<file path="src/rtl/counter_div_ctrl_pkg.sv">
// Shared types and helpers for the modulo-N divider control stage.
// Latency: n/a (declarations only).
// Backpressure: n/a.
package counter_div_ctrl_pkg;

  typedef enum logic [1:0] {
    IDLE = 2'd0,
    LOAD = 2'd1,
    RUN  = 2'd2,
    DONE = 2'd3
  } state_e;

  // Terminal count of the downstream 4-bit counter.
  localparam logic [3:0] CNT_TC = 4'hF;

  // Preset so the counter reaches CNT_TC after n-1 increments: (16 - n) mod 16.
  // n = 0 encodes 16 and yields a preset of 0.
  function automatic logic [3:0] preset(input logic [3:0] n);
    return 4'd0 - n;
  endfunction

endpackage

</file>
<file path="src/rtl/counter_div_ctrl.sv">
// Control stage driving a 4-bit loadable counter as a programmable modulo-N divider with burst/free-run.
// Latency: first tick N+1 cycles after the start edge, then every N unpaused cycles; tick/done registered.
// Backpressure: pause freezes the counter (no reload, no tick); abort returns to IDLE; start ignored while busy.
module counter_div_ctrl
  import counter_div_ctrl_pkg::*;
#(
  parameter int BURST_W = 8
) (
  input  logic               CLK,
  input  logic               CLR_n,
  input  logic               start,
  input  logic               abort,
  input  logic               pause,
  input  logic [3:0]         div_n,
  input  logic [BURST_W-1:0] burst_len,
  input  logic [3:0]         cnt_Q,
  output logic [3:0]         cnt_D,
  output logic               cnt_LOAD_n,
  output logic               cnt_ENP,
  output logic               cnt_ENT,
  output logic               tick,
  output logic               busy,
  output logic               done,
  output logic [BURST_W-1:0] periods_done
);

  state_e               state_q, state_d;
  logic [BURST_W-1:0]   burst_q, burst_d;
  logic [BURST_W-1:0]   periods_q, periods_d;
  logic [BURST_W-1:0]   periods_inc;
  logic [3:0]           cnt_d_q, cnt_d_d;
  logic                 tick_q, tick_d;
  logic                 done_q, done_d;
  logic                 busy_q, busy_d;
  logic                 load_q, load_d;
  logic                 run_q, run_d;
  logic                 wrap;

  // Wrap: counter sits at terminal count in RUN and is not frozen; it is reloaded instead of rolling over.
  assign wrap        = run_q && (cnt_Q == CNT_TC) && !pause;
  assign periods_inc = periods_q + BURST_W'(1);

  // Next-state and next-output decode.
  always_comb begin
    state_d   = state_q;
    burst_d   = burst_q;
    periods_d = periods_q;
    cnt_d_d   = cnt_d_q;
    tick_d    = 1'b0;
    done_d    = 1'b0;

    case (state_q)
      IDLE: begin
        if (start) begin
          burst_d   = burst_len;
          cnt_d_d   = preset(div_n);
          periods_d = '0;
          state_d   = LOAD;
        end
      end
      LOAD: begin
        state_d = abort ? IDLE : RUN;
      end
      RUN: begin
        if (abort) begin
          // Abort wins over a coincident wrap: no tick, periods_done holds.
          state_d = IDLE;
        end else if (wrap) begin
          periods_d = periods_inc;
          tick_d    = 1'b1;
          if ((burst_q != '0) && (periods_inc == burst_q)) begin
            state_d = DONE;
            done_d  = 1'b1;
          end
        end
      end
      DONE: begin
        state_d = IDLE;
      end
      default: begin
        state_d = IDLE;
      end
    endcase

    busy_d = (state_d == LOAD) || (state_d == RUN);
    load_d = (state_d == LOAD);
    run_d  = (state_d == RUN);
  end

  // State and registered outputs; async clear returns everything to idle values.
  always_ff @(posedge CLK or negedge CLR_n) begin
    if (!CLR_n) begin
      state_q   <= IDLE;
      burst_q   <= '0;
      periods_q <= '0;
      cnt_d_q   <= 4'd0;
      tick_q    <= 1'b0;
      done_q    <= 1'b0;
      busy_q    <= 1'b0;
      load_q    <= 1'b0;
      run_q     <= 1'b0;
    end else begin
      state_q   <= state_d;
      burst_q   <= burst_d;
      periods_q <= periods_d;
      cnt_d_q   <= cnt_d_d;
      tick_q    <= tick_d;
      done_q    <= done_d;
      busy_q    <= busy_d;
      load_q    <= load_d;
      run_q     <= run_d;
    end
  end

  // Counter enables follow pause immediately so the count never advances past CNT_TC unreloaded.
  assign cnt_D        = cnt_d_q;
  assign cnt_LOAD_n   = !load_q && !wrap;
  assign cnt_ENT      = run_q;
  assign cnt_ENP      = run_q && !pause;
  assign tick         = tick_q;
  assign done         = done_q;
  assign busy         = busy_q;
  assign periods_done = periods_q;

endmodule
</file>
<file path="config.mk">
export PLATFORM = sky130hd
export DESIGN_NAME = counter_div_ctrl
export DESIGN_NICKNAME = d
export VERILOG_FILES = /design/src/rtl/counter_div_ctrl_pkg.sv /design/src/rtl/counter_div_ctrl.sv
export SDC_FILE = /design/constraint.sdc
export NUM_CORES = 1
export LEC_CHECK = 0
export CORE_ASPECT_RATIO = 1.75
export CORE_MARGIN = 2
export CORE_UTILIZATION = 40
export DETAILED_ROUTE_END_ITERATION = 16
export PLACE_DENSITY = 0.68
export SYNTH_ARGS = -nofsm -noshare
export SYNTH_HDL_FRONTEND = slang
export SYNTH_SLANG_ARGS = --single-unit
</file>
<file path="constraint.sdc">
create_clock -name CLK -period 4.7 [get_ports CLK]
set_input_delay 1.41 -clock CLK [delete_from_list [all_inputs] [get_ports CLK]]
set_output_delay 1.41 -clock CLK [all_outputs]
set_load 0.01 [all_outputs]
</file>
# Word-level counts from Yosys, hierarchy flattened
# Index checks and enable logic that the tools add are counted.
# totals
regBits	27
in_bits	21
# op_classes
add_sub_neg	2
eq_ne	10
muxes	17
n_reduce_logical	14
# ops
op	n
$mux 8	3
$pmux 8 s2	1
$mux 2	5
$add 8x1->8 const B	1
$eq 8x8->1	1
$pmux 2 s4	1
$reduce_bool 8->1	1
$mux 1	7
$eq 2x2->1 const B	3
$ne 2x2->1 const B	3
$logic_and 1x1->1	5
$eq 2x1->1 const B	2
$eq 4x4->1 const B	1
$reduce_and 4->1	1
$sub 1x4->4 const A	1
$logic_not 1->1	3
$logic_not 2->1	1
$reduce_and 2->1	1
$reduce_bool 2->1	1
$logic_or 1x1->1	1

# Logic depth before layout (Yosys ltp)
# logic_depth
word_depth	9
ltp_mapped	7

# Least setup slack after synthesis
# Ideal clock, no wire load.
# synth_timing
path_type	input to output
from	input pause
to	output cnt_LOAD_n
arrival_ps	1841
required_ps	3290
path_slack_ps	1449
cell_stages	3
path_cell_list	nand2b_1 > nor2_1 > nor2_1
# synth_between
elab_chain_len	4
# synth_lines
item	line	source
from (decl)	counter_div_ctrl.sv:13	input logic pause,
$logic_not 1->1	counter_div_ctrl.sv:40	assign wrap = run_q && (cnt_Q == CNT_TC) && !pause;
$logic_and 1x1->1	counter_div_ctrl.sv:40	
$logic_not 1->1	counter_div_ctrl.sv:117	assign cnt_LOAD_n = !load_q && !wrap;
$logic_and 1x1->1	counter_div_ctrl.sv:117	
to (decl)	counter_div_ctrl.sv:18	output logic cnt_LOAD_n,
# Every way passes these cells.

# Worst setup path in the final report
# Same ends and word-level chain as after synthesis.

==> impl_metrics.json <==
{
  "layout-drive-gt1-share_pct": 7.07,
  "synth_most_common_cell": "sky130_fd_sc_hd__nand2_1",
  "cts.sinks": 27,
  "ys_top_cells_by_area": "sky130_fd_sc_hd__dfrtp_1 47%, sky130_fd_sc_hd__nand2_1 8.9%, sky130_fd_sc_hd__xnor2_1 4.3%",
  "postSynthRegisterBits": 27,
  "cts-hold-fix-buffers": 0,
  "reg2reg_to": "busy",
  "max_freq_mhz": 238,
  "status": "finished clean",
  "inserted_clock_buffers": 3,
  "r2r_slack_ns": 2.54,
  "start_util_pct": 42.1,
  "gp_congestion": 0.843,
  "synth.net_count": 169,
  "critPathRequiredTime_ns": 3.29,
  "critPathCaptureType": "output port",
  "final_design_area_no_fill_um2": 1900,
  "floorplan.die_area_um2": 4090,
  "worst_r2r_path_depth": 7,
  "post_cts_buffers": 0,
  "synth-main-ff-cell": "sky130_fd_sc_hd__dfrtp_1",
  "numPortBuffers": 38,
  "grt-ovfl-total": 0,
  "cp_slowest_stage_delay_ns": 0.54,
  "synth_top_cell_area_share_pct": 47.2,
  "hold_violations": 0,
  "critical-path-top-delay-family": "buffers and inverters",
  "vias_per_std_cell": 5.16,
  "post-dp-hpwl_um": 2460,
  "mappedNetlistArea_um2": 1430,
  "ys_async_sr_fraction_pct": 100,
  "setup_repair_after_global_routing_missed_its_margin": "no",
  "yosys.area.top_type": "sky130_fd_sc_hd__dfrtp_1",
  "clk_path_buf_depth": 2,
  "worstSetupPathType": "in -> out",
  "path_max_fanout": 5,
  "ys.warnings.count": 0,
  "critical_path.cell_chain": "clkdlybuf4s50_1 -> nand2b_1 -> nor2_1 -> nor2_1 -> clkdlybuf4s50_1",
  "final_net_count": 209,
  "worst_hold_path_type": "reg -> reg",
  "detail_route.first_pass.iterations": 6,
  "clock_tree.root_cell": "sky130_fd_sc_hd__clkbuf_8",
  "fin_skew_ns": 0.00177,
  "antenna_found_initial": 0,
  "hold-path-cell-count": 2,
  "holdCritStartpoint": "cnt_D[0]",
  "tightest_slew_ns": 0.719,
  "synth_seq_area_share_pct": 47.2,
  "die_y_um": 83.1,
  "synthCells": 145,
  "first_global_vias": 1212,
  "regArea_um2": 676,
  "timing.final.crit_share_pct": 89.2,
  "crit_path_start_kind": "input pin",
  "setup_total_negative_slack_ns": 0,
  "rows": 28,
  "clock_slew_seen_by_the_registers_of_the_worst_setup_and_hold_paths_ns": 0.09,
  "final-max-slew-violation-count": 0,
  "synth-edff-count": 0,
  "fin_hold_ws_ns": 0.490,
  "insertion_delay_ns": 0.27,
  "min_period_ns": 4.19,
  "netlist_top_cells_count": "34 x sky130_fd_sc_hd__nand2_1, 27 x sky130_fd_sc_hd__dfrtp_1, 7 x sky130_fd_sc_hd__xnor2_1",
  "grt_use_total_pct": 17.1,
  "detailed_place.area_um2": 1860,
  "area_of_the_multi_input_gates_um2": 712,
  "filler_cell_count": 326,
  "floorplan.core_area_um2": 3400,
  "cp_num_buf_inv": 2,
  "cts_tree": "done",
  "critPathSlowestCell": "sky130_fd_sc_hd__clkdlybuf4s50_1",
  "pin_count": 39,
  "leakage_nw": 0.889,
  "worst_ir_drop_vdd_mv": 0.204,
  "synthDistinctLibCells": 37,
  "cts.repair.resized": 0,
  "vias": 1181,
  "detail_route.iter0.violations": 27,
  "synth_to_final_area_change_pct": 33.1,
  "synth_area_per_cell_um2": 9.86,
  "totalWireLength_um": 3130,
  "power_density_nw_per_um2": 340,
  "antennaDiodeCount": 0,
  "r2r_start": "periods_done[0]",
  "drt-wirelength-per-cell_um": 13.7,
  "drtAntennaViolNets": 0,
  "setup_viol": 0,
  "htreeDepth": 1,
  "drv_cap": 0,
  "data_arrival_time_of_the_critical_path_ns": 2.78,
  "timing.hold.worst_endpoint": "cnt_D[0]",
  "drc": 0,
  "grt_start_max_net_pins": 28,
  "grt_pass1_wl_um": 5620,
  "slew_headroom_pct": 51.9,
  "die_width_um": 49.2
}
==> how the worst max path moves through the flow <==
| stage | endpoint | depth (start not counted) | slack [ns] | start |
|---|---|---|---|---|
| floorplan | cnt_LOAD_n | 3 | 1.45 | pause |
| global placement | cnt_LOAD_n | 5 | 0.53 | pause |
| detailed placement | cnt_LOAD_n | 5 | 0.49 | pause |
| CTS | cnt_LOAD_n | 5 | 0.49 | pause |
| global route | cnt_LOAD_n | 5 | 0.38 | pause |
| finish | cnt_LOAD_n | 5 | 0.51 | pause |
==> cell families (layout without fill, tap and decap cells) <==
logic type,Yosys count,count (layout),synth area share [%]
adder cells (fa/ha/maj),3,3,2.62
AO/OA/AOI/OAI,23,23,11.9
AND/OR/NAND/NOR,66,66,24.2
flip-flops,27,27,47.2
multiplexers,2,2,1.49
buffers and inverters,10,49,2.97
XOR/XNOR,14,14,9.54
==> placed cells by master (no fill, tap or decap), drive strengths merged <==
master and n:
clkdlybuf4s50 38, nand2 34, dfrtp 27, xnor2 7, xor2 6, o21ai 6, nor2 6, inv 5
a22o 5, nand3 4, nor3 4, clkbuf 4, nand4 3, and3 3, o31ai 3, ha 3
a211o 3, nor4 2, a211oi 2, nand2b 2, o21a 2, buf 2, nand4b 2, nor4b 1
or3b 1, xnor3 1, a31oi 1, or3 1, o31a 1, nor3b 1, nor2b 1, or2 1
mux2i 1, mux2 1
==> cell type report <==
class	instances	share of cell area, %
inverters	5	0.986
multi-input cells	108	37.4
repair buffers	40	20.8
well taps	45	2.96
clock buffers	4	2.37
flip-flops and latches	27	35.5
==> sequential cells by signal (all words and copies together), names as in the netlist <==
name / cells
busy: 1
done: 1
cnt_ENT: 1
load_q: 1
cnt_D: 4
state_q: 2
burst_q: 8
tick: 1
periods_done: 8
==> report_power, final <==
part / switching, mW / leakage (nW) / internal (mW)
clock network: 0.0705 / 0.0228 / 0.0607
registers: 0.0340 / 0.352 / 0.275
logic: 0.0972 / 0.514 / 0.109
total: 0.202 / 0.889 / 0.445
==> worst reg2reg max path, cell delays in order, from the launching register on <==
cell and delay (ns):
sky130_fd_sc_hd__dfrtp_1 0.47, sky130_fd_sc_hd__ha_1 0.38, sky130_fd_sc_hd__xor2_1 0.17, sky130_fd_sc_hd__a211oi_1 0.26, sky130_fd_sc_hd__nand4b_2 0.20, sky130_fd_sc_hd__o31ai_1 0.31
sky130_fd_sc_hd__ha_1 0.28, sky130_fd_sc_hd__inv_1 0.05
==> per-layer routing <==
metal / routed length [um] / vias to the layer above / track usage (%)
met2: 1810 / 22 / 31.7
li1: - / 584 / -
met1: 1190 / 568 / 19.2
met4: 51 / 0 / 7.01
met5: 0 / - / 0
met3: 78 / 7 / 1.80
==> per-stage QoR <==
stage	util, %	std cells	power, mW	worst slack [ns]
after floorplan	-	145	0.432	1.45
after global placement	54.7	225	0.513	0.531
after detailed placement	54.7	225	0.523	0.494
after CTS	56.0	229	0.657	0.493
after global routing	56.0	229	0.696	0.382
final	56.0	229	0.647	0.507
Power figures use the tool's default switching activity.
